[config.mk]
export PLATFORM = sky130hd
export DESIGN_NAME = key_debounce
export DESIGN_NICKNAME = d
export VERILOG_FILES = /design/src/rtl/key_debounce.sv
export SDC_FILE = /design/constraint.sdc
export NUM_CORES = 1
export LEC_CHECK = 0
export BUFFER_PORTS_ARGS = -buffer_cell sky130_fd_sc_hd__buf_2
export CAP_MARGIN = 25
export CORE_UTILIZATION = 35
export DETAILED_ROUTE_END_ITERATION = 10
export PLACE_DENSITY = 0.48
export SYNTH_ARGS = -nofsm -noshare
export SYNTH_HDL_FRONTEND = slang
export SYNTH_SLANG_ARGS = --single-unit
[constraint.sdc]
create_clock -name clk -period 1.9 [get_ports clk]
set_input_delay 0 -clock clk [delete_from_list [all_inputs] [get_ports clk]]
set_output_delay 0 -clock clk [all_outputs]
set_load 0.01 [all_outputs]
[src/rtl/key_debounce.sv]
// Push-button front end: synchronizes an active-low bouncing key and produces a
// debounced level plus single-cycle press, release and long-press pulses.
module key_debounce #(
    parameter int DEBOUNCE_CYC = 240000,
    parameter int LONG_CYC     = 12000000,
    parameter int CNT_W        = 24
) (
    input  logic clk,
    input  logic clr,
    input  logic key_n,
    output logic key_level,
    output logic press_pulse,
    output logic release_pulse,
    output logic long_pulse
);

    typedef enum logic [1:0] {
        IDLE         = 2'd0,
        PRESS_WAIT   = 2'd1,
        PRESSED      = 2'd2,
        RELEASE_WAIT = 2'd3
    } state_t;

    localparam logic [CNT_W-1:0] DEB_LAST  = CNT_W'(DEBOUNCE_CYC - 1);
    localparam logic [CNT_W-1:0] LONG_LAST = CNT_W'(LONG_CYC - 1);
    localparam logic [CNT_W-1:0] CNT_ONE   = CNT_W'(1);

    state_t           state;
    logic             s1;
    logic             s2;
    logic             p;
    logic [CNT_W-1:0] dcnt;
    logic [CNT_W-1:0] hcnt;
    logic             long_done;

    // Sync flops idle at 1 so a reset never looks like a press.
    always_ff @(posedge clk or posedge clr) begin
        if (clr) begin
            s1 <= 1'b1;
            s2 <= 1'b1;
        end else begin
            s1 <= key_n;
            s2 <= s1;
        end
    end

    assign p = ~s2;

    always_ff @(posedge clk or posedge clr) begin
        if (clr) begin
            state         <= IDLE;
            dcnt          <= '0;
            hcnt          <= '0;
            long_done     <= 1'b0;
            key_level     <= 1'b0;
            press_pulse   <= 1'b0;
            release_pulse <= 1'b0;
            long_pulse    <= 1'b0;
        end else begin
            press_pulse   <= 1'b0;
            release_pulse <= 1'b0;
            long_pulse    <= 1'b0;
            case (state)
                IDLE: begin
                    if (p) begin
                        state <= PRESS_WAIT;
                        dcnt  <= '0;
                    end
                end
                PRESS_WAIT: begin
                    if (!p) begin
                        state <= IDLE;
                    end else if (dcnt == DEB_LAST) begin
                        state       <= PRESSED;
                        key_level   <= 1'b1;
                        press_pulse <= 1'b1;
                        hcnt        <= '0;
                        long_done   <= 1'b0;
                    end else begin
                        dcnt <= dcnt + CNT_ONE;
                    end
                end
                PRESSED: begin
                    if (!p) begin
                        state <= RELEASE_WAIT;
                        dcnt  <= '0;
                    end else if (!long_done && hcnt == LONG_LAST) begin
                        long_pulse <= 1'b1;
                        long_done  <= 1'b1;
                    end else if (!long_done) begin
                        hcnt <= hcnt + CNT_ONE;
                    end
                end
                RELEASE_WAIT: begin
                    // A return to pressed is bounce: hold progress is kept.
                    if (p) begin
                        state <= PRESSED;
                    end else if (dcnt == DEB_LAST) begin
                        state         <= IDLE;
                        key_level     <= 1'b0;
                        release_pulse <= 1'b1;
                    end else begin
                        dcnt <= dcnt + CNT_ONE;
                    end
                end
                default: begin
                    state <= IDLE;
                end
            endcase
        end
    end

endmodule
# ---- Word level (Yosys, flattened, before mapping)
# Index checks and enable logic that the tools add are counted.
dict set report totals {
  out_inout_bits 4
  word_cells 75
  register_bits 57
  input_bits 3
}
dict set report classes {
  eq_ne 17
  addsub 2
  muxes 36
  reduce_logical 10
}
# operator count
set op_table {}
lappend op_table {{$mux W24} 10}
lappend op_table {{$pmux W24 S4} 1}
lappend op_table {{$add A24 B1 Y24 const B} 2}
lappend op_table {{$pmux W24 S2} 1}
lappend op_table {{$eq A24 B18 Y1 const B} 1}
lappend op_table {{$eq A24 B24 Y1 const B} 1}
lappend op_table {{$ne A2 B2 Y1 const B} 10}
lappend op_table {{$mux W1} 15}
lappend op_table {{$mux W2} 6}
lappend op_table {{$reduce_and A5 Y1} 2}
lappend op_table {{$pmux W2 S4} 1}
lappend op_table {{$reduce_and A4 Y1} 2}
lappend op_table {{$ne A3 B3 Y1 const B} 2}
lappend op_table {{$reduce_and A6 Y1} 1}
lappend op_table {{$eq A2 B2 Y1 const B} 2}
lappend op_table {{$pmux W1 S2} 2}
lappend op_table {{$reduce_bool A2 Y1} 2}
lappend op_table {{$eq A2 B1 Y1 const B} 1}
lappend op_table {{$logic_not A2 Y1} 1}
lappend op_table {{$logic_and A1 B1 Y1} 1}
lappend op_table {{$logic_not A1 Y1} 1}

# ---- Logic depth before layout (Yosys ltp)
# Gate-level depths: netlist (run 1).
dict set report depth {
  ltp_word 5
  ltp_mapped 9
  depth_no_buf 7
}

# ---- Least setup slack after synthesis (run 1)
# Ideal clock, no wire load.
dict set report synth_path {
  path_kind {reg2reg}
  from {reg dcnt[0]}
  to {reg dcnt[10]}
  synth_period_minus_slack_ns 1.955
  required_time_ns 1.822
  path_slack_ns -0.055
  n_path_buf 1
  arrival_time_ns 1.877
  path_stages_with_launch 8
  setup_time_ns 0.078
  cell_sequence {dfrtp_1 -> ha_1 -> and2_1 -> buf_2 -> and4_4 -> a21o_2 -> or4_1 -> a21oi_1}
}
dict set report synth_between {
  elab_chain_len 4
  elab_cells_between_ends 6
  classes_between {add/sub: 1; eq/ne: 1; mux: 4}
}
# element line_no
set synth_lines {}
lappend synth_lines {{start: declaration} 32} ;# logic [CNT_W-1:0] dcnt;
lappend synth_lines {{start signal: assignment} 80} ;# dcnt <= dcnt + CNT_ONE;
lappend synth_lines {{start signal: assignment} 103} ;# dcnt <= dcnt + CNT_ONE;
lappend synth_lines {{$add A24 B1 Y24 or $eq A24 B18 Y1 (tied branches)} -}
lappend synth_lines {{$mux W24 *} {73, 98}}
lappend synth_lines {{$mux W24 (on tied branches)} {96, 71}}
lappend synth_lines {{$pmux W24 S4 *} 63} ;# case (state)
# Every way passes the cells marked *; elsewhere a longest branch is shown, timed or not. The select of a mux whose other input is x is not followed.
# A chain may end at the register's enable or synchronous reset.

# ---- Final worst setup path (run 1)
dict set report layout_path {
  from {reg dcnt[18]}
  to {reg hcnt[3]}
}
dict set report layout_between {
  elab_chain_len 3
}
# element line_no
set layout_lines {}
lappend layout_lines {{$eq A24 B18 Y1} 73} ;# end else if (dcnt == DEB_LAST) begin
lappend layout_lines {{$ne A2 B2 Y1 (no line)} -}
lappend layout_lines {{$reduce_and A6 Y1 (no line)} -}
lappend layout_lines {{end signal: assignment} 91} ;# hcnt <= hcnt + CNT_ONE;
lappend layout_lines {{end: declaration} 33} ;# logic [CNT_W-1:0] hcnt;
# Every way passes these cells.

==> results, run 1 <==
- Per report_power, the sequential group accounts for 51.9% of the total.
- The first-pass iteration count of the detailed router is 5.
- The first global-routing pass estimated 14.2 mm of wire.
- The worst-case IR drop observed on VDD is 0.329 mV.
- The worst-margin pin slew is 0.508 ns.
- The clock latency on the worst-skew pair is 0.33 ns.
- The die outline width is 97.6 um.
- The repair_antennas step left the layout with diodes totalling 0.
- After legalization and detailed placement, the total HPWL measured approximately 5.8 mm.
- The signal on the critical path passes through or4_4, nor4_4, nand3_2, nor3_4, buf_12, a21oi_1.
- The global routing usage on met1 is 23.4%.
- The top cell types in the final layout, fill and taps aside, are sky130_fd_sc_hd__dfrtp_1 (53), sky130_fd_sc_hd__buf_4 (45), sky130_fd_sc_hd__nand2_1 (31).
- The clock buffer count from CTS is 9.
- The clock network accounts for approximately 43% of the total power.
- Setup repair after global routing could not meet its margin everywhere.
- The area enclosed by the die boundary is ~9500 um2.
- The start-to-end type of the worst setup path is reg -> reg.
- The total overflow left after global routing is 0.
- The worst path in the final design needs a cycle of 1.90 ns, including I/O delays and setup.
- The number of buffers inserted by port buffering is 6.
- The internal power of the cells is 1.82 mW.
- The number of antenna violations at the first check in global routing was 0.
- The number of enable-type register cells in the synthesized netlist is 0.
- A synthesized cell averages 9.32 um2.
- The launching element type of the critical path is a flop.
- The kind of cell with the highest combined delay along the critical path is simple AND/OR/NAND/NOR gates.
- The placer's final routability congestion estimate is about 0.76.
- The largest incremental delay on the critical path is 0.55 ns.
- The distinct cell type count of the synthesized netlist is 54.
- Pin placement for this block handled 7 I/O pins.
- For this run, the top clock speed supported by timing is 526 MHz.
- For this block, the routed nets add up to 8.39 mm of wire.
- The power density normalized to cell area is 609 nW/um2.
- The final routed wire length divided by cell count is between 15 and 20 um.
- The run finished, with violations left.
- The post-route netlist has 25.8% of its cells at a drive strength greater than 1.
- Using the TritonRoute via totals, the vias-per-cell ratio works out to 5.44.
- In this run the vertical extent of the chip is approximately 98 um.
- The clock slew at the register clock pins of the worst setup and hold paths is roughly 0.07 ns.
- The buffers plus inverters on the worst setup path is 1.
- The leading cell type in the layout, fill and taps excluded is sky130_fd_sc_hd__dfrtp_1.
- Along the worst path, the maximum fanout reaches 14.
- In this run, synthesis produced a sequential element count of between 50 and 60.
- The cell sitting at the root of the clock tree is a sky130_fd_sc_hd__clkbuf_8.
- Across all setup checks in the final design, the least slack found is -0.00221 ns.
- Dividing the final minimum period by the clock period gives 100%.
- After detailed placement, the total cell area comes to 3650 um2.
- At the placement stage, the worst setup path has a slack of -0.0255 ns.
- The number of clock sinks is 57.
- The cell area after layout is 3950 um2.
- The static leakage power is 1.77 nW.
- The critical path's slowest cell is sky130_fd_sc_hd__or4_4.
- The pin count of the biggest net entering global routing is 38.
- The synthesized net count is 348.
- The sequential element share of the synthesized area is ~45%.
- Measured against its own limit, the worst slew margin works out to 66.1%.
- The number of global-route vias before repair came to 2780.
- The post-layout net count is about 400.
- The routed layout has 2781 vias.
- The cell count after synthesis is 343.
- The H-tree depth is 3.
- The worst setup path is captured at a flop.
- The switching power is roughly 0.58 mW.
- After floorplanning, the core was sized to cover 8760 um2.
- For this run, global-route usage on met2 was measured as 32.4%.
- The final reports fail on setup timing.
- In the synthesized netlist the async set-or-reset flop fraction comes to 100%.
- The final core area utilization is 45.1%.
- The share of total power consumed by net switching is 24.2%.
- The count of final max-slew check failures is 0.
- In this run, the combinational gates consume 5.5% of the power.
- The total count of hold-check failures in the final report was 0.
- Relative to the synthesized area, the layout overhead comes to 23.6%.
- The critical path data arrival time is 2.12 ns.
- The maximum number of buffers from clock root to sink is 2.
- The synthesized netlist occupies a cell area of 3200 um2.
- The total global-route track usage is 18.7%.
- The number of warnings printed during yosys synthesis is 0.
- The most used flip-flop cell after synthesis is sky130_fd_sc_hd__dfrtp_1.
- The final routed DRC violation total is 0.
- For the worst setup path, the data required time is 2.12 ns.
- The peak-usage layer in the global routing report is met2.
- Setup violations remaining at the end of the flow were counted as 4.
- The met3 capacity usage during global routing is 4.60%.
- The number of placement rows is 34.
- The post-route antenna net violation count is 0.
- The setup clock skew after layout is ~0.0072 ns.
- The tool flagged a number of max-cap violations equal to 0.
- The initial utilization of the core area, before any placement, comes to 36.5%.
- The CTS tree is built.
- The worst hold path belongs to the class in -> async.
- The iteration-0 DRC count of the detailed router is 102.
area by class of cell:
cell class	instances	area [um2]
Fill cell	841	4810
Multi-Input combinational cell	269	1760
Sequential cell	57	1430
Timing Repair Buffer	55	428
Clock buffer	13	159
Tap cell	108	135
Inverter	6	22.5
Clock inverter	3	15.0
Yosys cell counts (2+ instances only):
library cell | number | area, um2
sky130_fd_sc_hd__a21oi_1 | 25 | 125
sky130_fd_sc_hd__a31oi_1 | 2 | 12.5
sky130_fd_sc_hd__a32oi_1 | 2 | 17.5
sky130_fd_sc_hd__and2_1 | 4 | 25.0
sky130_fd_sc_hd__and3_1 | 12 | 75.1
sky130_fd_sc_hd__and4_1 | 7 | 61.3
sky130_fd_sc_hd__buf_2 | 5 | 25.0
sky130_fd_sc_hd__buf_6 | 3 | 33.8
sky130_fd_sc_hd__clkbuf_1 | 4 | 15.0
sky130_fd_sc_hd__dfrtp_1 | 55 | 1380
sky130_fd_sc_hd__dfstp_2 | 2 | 52.6
sky130_fd_sc_hd__ha_1 | 2 | 25.0
sky130_fd_sc_hd__inv_1 | 6 | 22.5
sky130_fd_sc_hd__mux2i_1 | 2 | 20.0
sky130_fd_sc_hd__nand2_1 | 31 | 116
sky130_fd_sc_hd__nand2b_1 | 3 | 18.8
sky130_fd_sc_hd__nand3_1 | 29 | 145
sky130_fd_sc_hd__nand4_1 | 17 | 106
sky130_fd_sc_hd__nand4_2 | 2 | 25.0
sky130_fd_sc_hd__nor2_1 | 25 | 93.8
sky130_fd_sc_hd__nor2_2 | 5 | 31.3
sky130_fd_sc_hd__nor2b_1 | 2 | 12.5
sky130_fd_sc_hd__nor3_1 | 3 | 15.0
sky130_fd_sc_hd__nor3b_1 | 3 | 22.5
sky130_fd_sc_hd__nor4_1 | 3 | 18.8
sky130_fd_sc_hd__nor4_4 | 3 | 63.8
sky130_fd_sc_hd__nor4b_1 | 3 | 26.3
sky130_fd_sc_hd__o211ai_1 | 2 | 15.0
sky130_fd_sc_hd__o21ai_0 | 22 | 110
sky130_fd_sc_hd__o31ai_1 | 3 | 22.5
sky130_fd_sc_hd__or3_1 | 15 | 93.8
sky130_fd_sc_hd__or4_1 | 4 | 30.0
sky130_fd_sc_hd__xnor2_1 | 6 | 52.6
sky130_fd_sc_hd__xor2_1 | 11 | 96.3
stage by stage:
stage	power (mW)	TNS [ns]	cells	hold slack (ns)
final	2.40	-0.00441	511	0.242
after global routing	2.51	-1.02	511	0.293
after CTS	2.43	0	508	0.252
after detailed placement	1.39	-0.0255	489	0.0640
after global placement	1.39	-0.0387	489	0.0550
after floorplan	1.34	0	343	0.00448
worst min-delay path: stages:
cell and delay, ns:
sky130_fd_sc_hd__dlygate4sd3_1 0.53, sky130_fd_sc_hd__buf_2 0.12, sky130_fd_sc_hd__inv_2 0.37
flip-flops by register name, indices dropped and copies added, names as in the netlist, named ones only:
signal,cells
dcnt,24
hcnt,24
key_level,1
long_done,1
long_pulse,1
press_pulse,1
release_pulse,1
s1,1
s2,1
state,1
path summary, 6_finish.rpt:
path	start	to	slack, ns	cells after the start
max	dcnt[18]$_DFFE_PP0P_	hcnt[3]$_DFFE_PP0P_	-0.002	6
min	clr	dcnt[22]$_DFFE_PP0P_	0.24	3
max reg2reg	dcnt[18]$_DFFE_PP0P_	hcnt[3]$_DFFE_PP0P_	-0.002	6
min reg2reg	s1$_DFF_PP1_	s2$_DFF_PP1_	0.36	0
max in group asynchronous	clr	s1$_DFF_PP1_	1.03	4
min in group clk	key_n	s1$_DFF_PP1_	0.31	2
power by group through the flow:
stage                     Sequential, mW  Clock (mW)  Combinational [mW]
after floorplan                     1.26           0              0.0747
after detailed placement            1.27           0               0.122
final                               1.25        1.02               0.133
after global placement              1.27           0               0.121
after CTS                           1.25        1.06               0.128
after global routing                1.25        1.11               0.153
per-layer routing:
metal | vias up | part of all wire, % | routed length (um)
li1 | 1386 | - | -
met1 | 1359 | 46 | 3820
met2 | 31 | 51 | 4310
met3 | 5 | 2.2 | 185
met4 | 0 | 0.95 | 80
met5 | - | 0 | 0
logic make-up after synthesis:
logic type | share of synthesized area [%]
AO/OA/AOI/OAI | 11.2
XOR/XNOR | 4.66
adder cells (fa/ha/maj) | 0.782
buffers and inverters | 3.25
flip-flops | 44.7
multiplexers | 0.626
AND/OR/NAND/NOR | 34.8
what timing repair did:
action | in CTS | in global routing
resized for setup | 1 | 14
cloned | 1 | 1
pin swaps | 2 | 2
setup endpoints to repair | 2 | 43
hold endpoints to repair | 21 | 0
hold buffers | 2 | 0
buffers inserted | 0 | 2
Power figures use the tool's default switching activity.
==> run 2: changes to the inputs <==
--- a/config.mk
+++ b/config.mk
@@ -7,9 +7,9 @@
 export LEC_CHECK = 0
 export BUFFER_PORTS_ARGS = -buffer_cell sky130_fd_sc_hd__buf_2
 export CAP_MARGIN = 25
-export CORE_UTILIZATION = 35
+export CORE_UTILIZATION = 31
 export DETAILED_ROUTE_END_ITERATION = 10
-export PLACE_DENSITY = 0.48
+export PLACE_DENSITY = 0.44
 export SYNTH_ARGS = -nofsm -noshare
 export SYNTH_HDL_FRONTEND = slang
 export SYNTH_SLANG_ARGS = --single-unit
==> results, run 2 (synthesized netlist as in run 1, its figures left out) <==
- The power density normalized to cell area is 625 nW/um2 (+2.8%).
- The fill cell total of the finished layout was 991 (+18%).
- The worst-margin pin slew is 0.518 ns (+0.0102 ns).
- The H-tree depth is 3 (unchanged).
- The worst IR drop on VDD is 0.244 mV (-26%).
- Setup repair after global routing could not meet its margin everywhere.
- The library cells used most frequently in the layout, excluding fill and tap cells, are sky130_fd_sc_hd__dfrtp_1 (54), sky130_fd_sc_hd__buf_4 (50), sky130_fd_sc_hd__nand2_1 (31).
- The number of maximum-capacitance constraint violations is 0 (unchanged).
- The number of placement rows is 36 (+5.9%).
- The worst hold margin came to 0.226 ns (-0.0164 ns).
- The post-layout instance count excluding filler cells is 541 (+5.9%).
- The first-pass iteration count of the detailed router was 5 (unchanged).
- The worst slew margin relative to its limit came to 65.4% (-0.68 points).
- The number of buffers inserted by port buffering is 6 (unchanged).
- The number of diodes added for antenna fixing is 0 (unchanged).
- The total count of hold-check failures in the final report is 0 (unchanged).
- The final critical path time including I/O delays and setup is 1.89 ns (-0.00927 ns).
- The overall overflow remaining after global route is 0 (unchanged).
- The clock latency on the worst-skew pair is 0.35 ns (+0.02 ns).
- The starting utilization of the core area is 32.4% (-4.1 points).
- The largest registers in the layout are dcnt: 24 flops, hcnt: 24 flops.
- The run finished with clean final reports.
- The area taken by flip-flops and latches is 1430 um2 (about the same).
- The average vias per placed instance is 5.24 (-3.7%).
- The number of global-route vias before repair is 2762 (-0.65%).
- The type of the tightest min-delay check is in -> async.
- The pin count of the biggest net entering global routing was 37 (-2.6%).
- The global-route wire length before repair is 14.1 mm (-0.54%).
- The post-detailed-routing wire length was 8.35 mm (-0.58%).
- The count of final max-slew check failures is 0 (unchanged).
- STA classifies the critical path startpoint as a flop.
- The final routed wire length divided by cell count is 15.4 um (-6.1%).
- The critical path's slowest cell is sky130_fd_sc_hd__or4_4.
- The setup clock skew after layout is 0.0122 ns (+0.00502 ns).
- The detailed-route via count is 2835 (+1.9%).
- The final period utilization was 99.6% (-0.49 points).
- The post-route total power is 2.51 mW (+4.5%).
- The layout cell share with drive strength beyond 1 is 27.2% (+1.4 points).
- The critical path is of the reg -> reg type.
- The CTS tree is built.
- Among cell families on the critical path, the largest total delay comes from simple AND/OR/NAND/NOR gates.
- The master cell of the clock root buffer is sky130_fd_sc_hd__clkbuf_8.
- The buffers plus inverters on the worst setup path came to 0 (-1).
- The highest net fanout along the worst path was 5 (-9).
- The critical path data arrival time came to 2.13 ns (about the same).
- The placer's final routability congestion estimate is 0.764 (about the same).
- The clock slew at the register clock pins of the worst setup and hold paths is 0.08 ns (about the same).
- STA classifies the critical path endpoint as a flop.
- The total global-route track usage is 16.7% (-2.0 points).
- The area enclosed by the die boundary is 10700 um2 (+13%).
- The I/O pin count is 7 (unchanged).
- The iteration-0 DRC count of the detailed router was 207 (+100%).
- The number of antenna violations at the first check in global routing is 0 (unchanged).
- The total placed cells including tap cells was 521 (+6.5%).
- The worst path required time is 2.13 ns (about the same).
- The signed area change from the synthesized netlist to the final layout is 25.6%.
- The die outline width was 104 um (+6.1%).
- The die height was 104 um (+6.1%).
- The highest clock rate is 528 MHz (+0.49%).
- The critical path goes through or4_4, nor4_4, nand3_1, o22ai_1, a21oi_1.
- The clock buffer count from CTS came to 9 (unchanged).
- The largest incremental delay on the critical path is 0.56 ns (about the same).
- The number of clock sinks is 57 (unchanged).
- The estimated wirelength of the detail-placed design came to 5.95 mm (+2.6%).
- The maximum number of buffers from clock root to sink was 2 (unchanged).
- The leading cell type in the layout, fill and taps excluded is sky130_fd_sc_hd__dfrtp_1.
- The placeable core region is 9860 um2 (+13%).
- The post-route antenna net violation count was 0 (unchanged).
- The post-layout net count is 408 (+1.2%).
- The most critical setup path has its startpoint at dcnt[18]$_DFFE_PP0P_.
- The number of failing setup endpoints in the final timing report is 0 (-4).
- The final routed DRC violation total is 0 (unchanged).
- The static leakage power is 1.79 nW (+1.4%).
- The startpoint of the lowest-slack register-to-register path is dcnt[18]$_DFFE_PP0P_.
- The area taken by multi-input logic gates is 1740 um2 (-1.4%).
## run 2: cell types whose count changed in the layout (fill, tap and decap cells not counted), moves of 2 or more
cell,previous run,this run
sky130_fd_sc_hd__buf_4,45,50
sky130_fd_sc_hd__clkbuf_8,11,9
sky130_fd_sc_hd__nor2_1,25,22
sky130_fd_sc_hd__nor2_2,5,8
## run 2: power breakdown
part           internal [mW]  total, mW  switching [mW]
registers               1.23       1.24          0.0119
logic                 0.0584      0.148          0.0891
clock network          0.599       1.12           0.524
## run 2: tightest hold or removal path, cell delays in order
cell and delay [ns]:
sky130_fd_sc_hd__dlygate4sd3_1 0.53, sky130_fd_sc_hd__buf_2 0.12, sky130_fd_sc_hd__inv_2 0.37
## run 2: path summary, 6_finish.rpt
check / end / slack (ns) / cells past startpoint
max: hcnt[9]$_DFFE_PP0P_ / 0.007 / 5
min: hcnt[17]$_DFFE_PP0P_ / 0.23 / 3
max reg2reg: hcnt[9]$_DFFE_PP0P_ / 0.007 / 5
min reg2reg: s2$_DFF_PP1_ / 0.36 / 0
max in group asynchronous: state[0]$_DFFE_PP0P_ / 1.07 / 4
min in group clk: s1$_DFF_PP1_ / 0.30 / 2
## run 2: layout make-up
type / count / area share [%]
multi-input cells: 268 / 43.2
inverters: 6 / 0.561
clock inverters: 6 / 1.46
flip-flops and latches: 57 / 35.6
clock buffers: 10 / 3.18
repair buffers: 61 / 11.9
well taps: 133 / 4.14
## run 2: layer usage
layer / share of wire [%] / track usage [%]
met4: 1.5 / 6.52
met2: 41 / 23.9
met3: 3.9 / 3.71
met1: 53 / 24.3
met5: 0 / 0
## run 2: metrics by stage
stage          util (%)  setup TNS (ns)  instance area, um2  worst slack (ns)
2_1_floorplan         -               0                3210           0.00279
3_3_place_gp       37.9               0                3740            0.0139
3_5_place_dp       37.9         -0.0215                3740           -0.0203
4_1_cts            40.2               0                3960           0.00104
5_1_grt            40.7           -1.73                4020            -0.116
6_report           40.7               0                4020           0.00706
## run 2: what timing repair did
| item | in CTS | in global routing |
|---|---|---|
| pin swaps | 2 | 5 |
| hold buffers | 2 | 0 |
| gates cloned | 1 | 0 |
| hold endpoints to repair | 20 | 0 |
| endpoints found under the setup margin | 3 | 36 |
| gates resized for setup | 2 | 12 |
| buffers inserted | 0 | 1 |
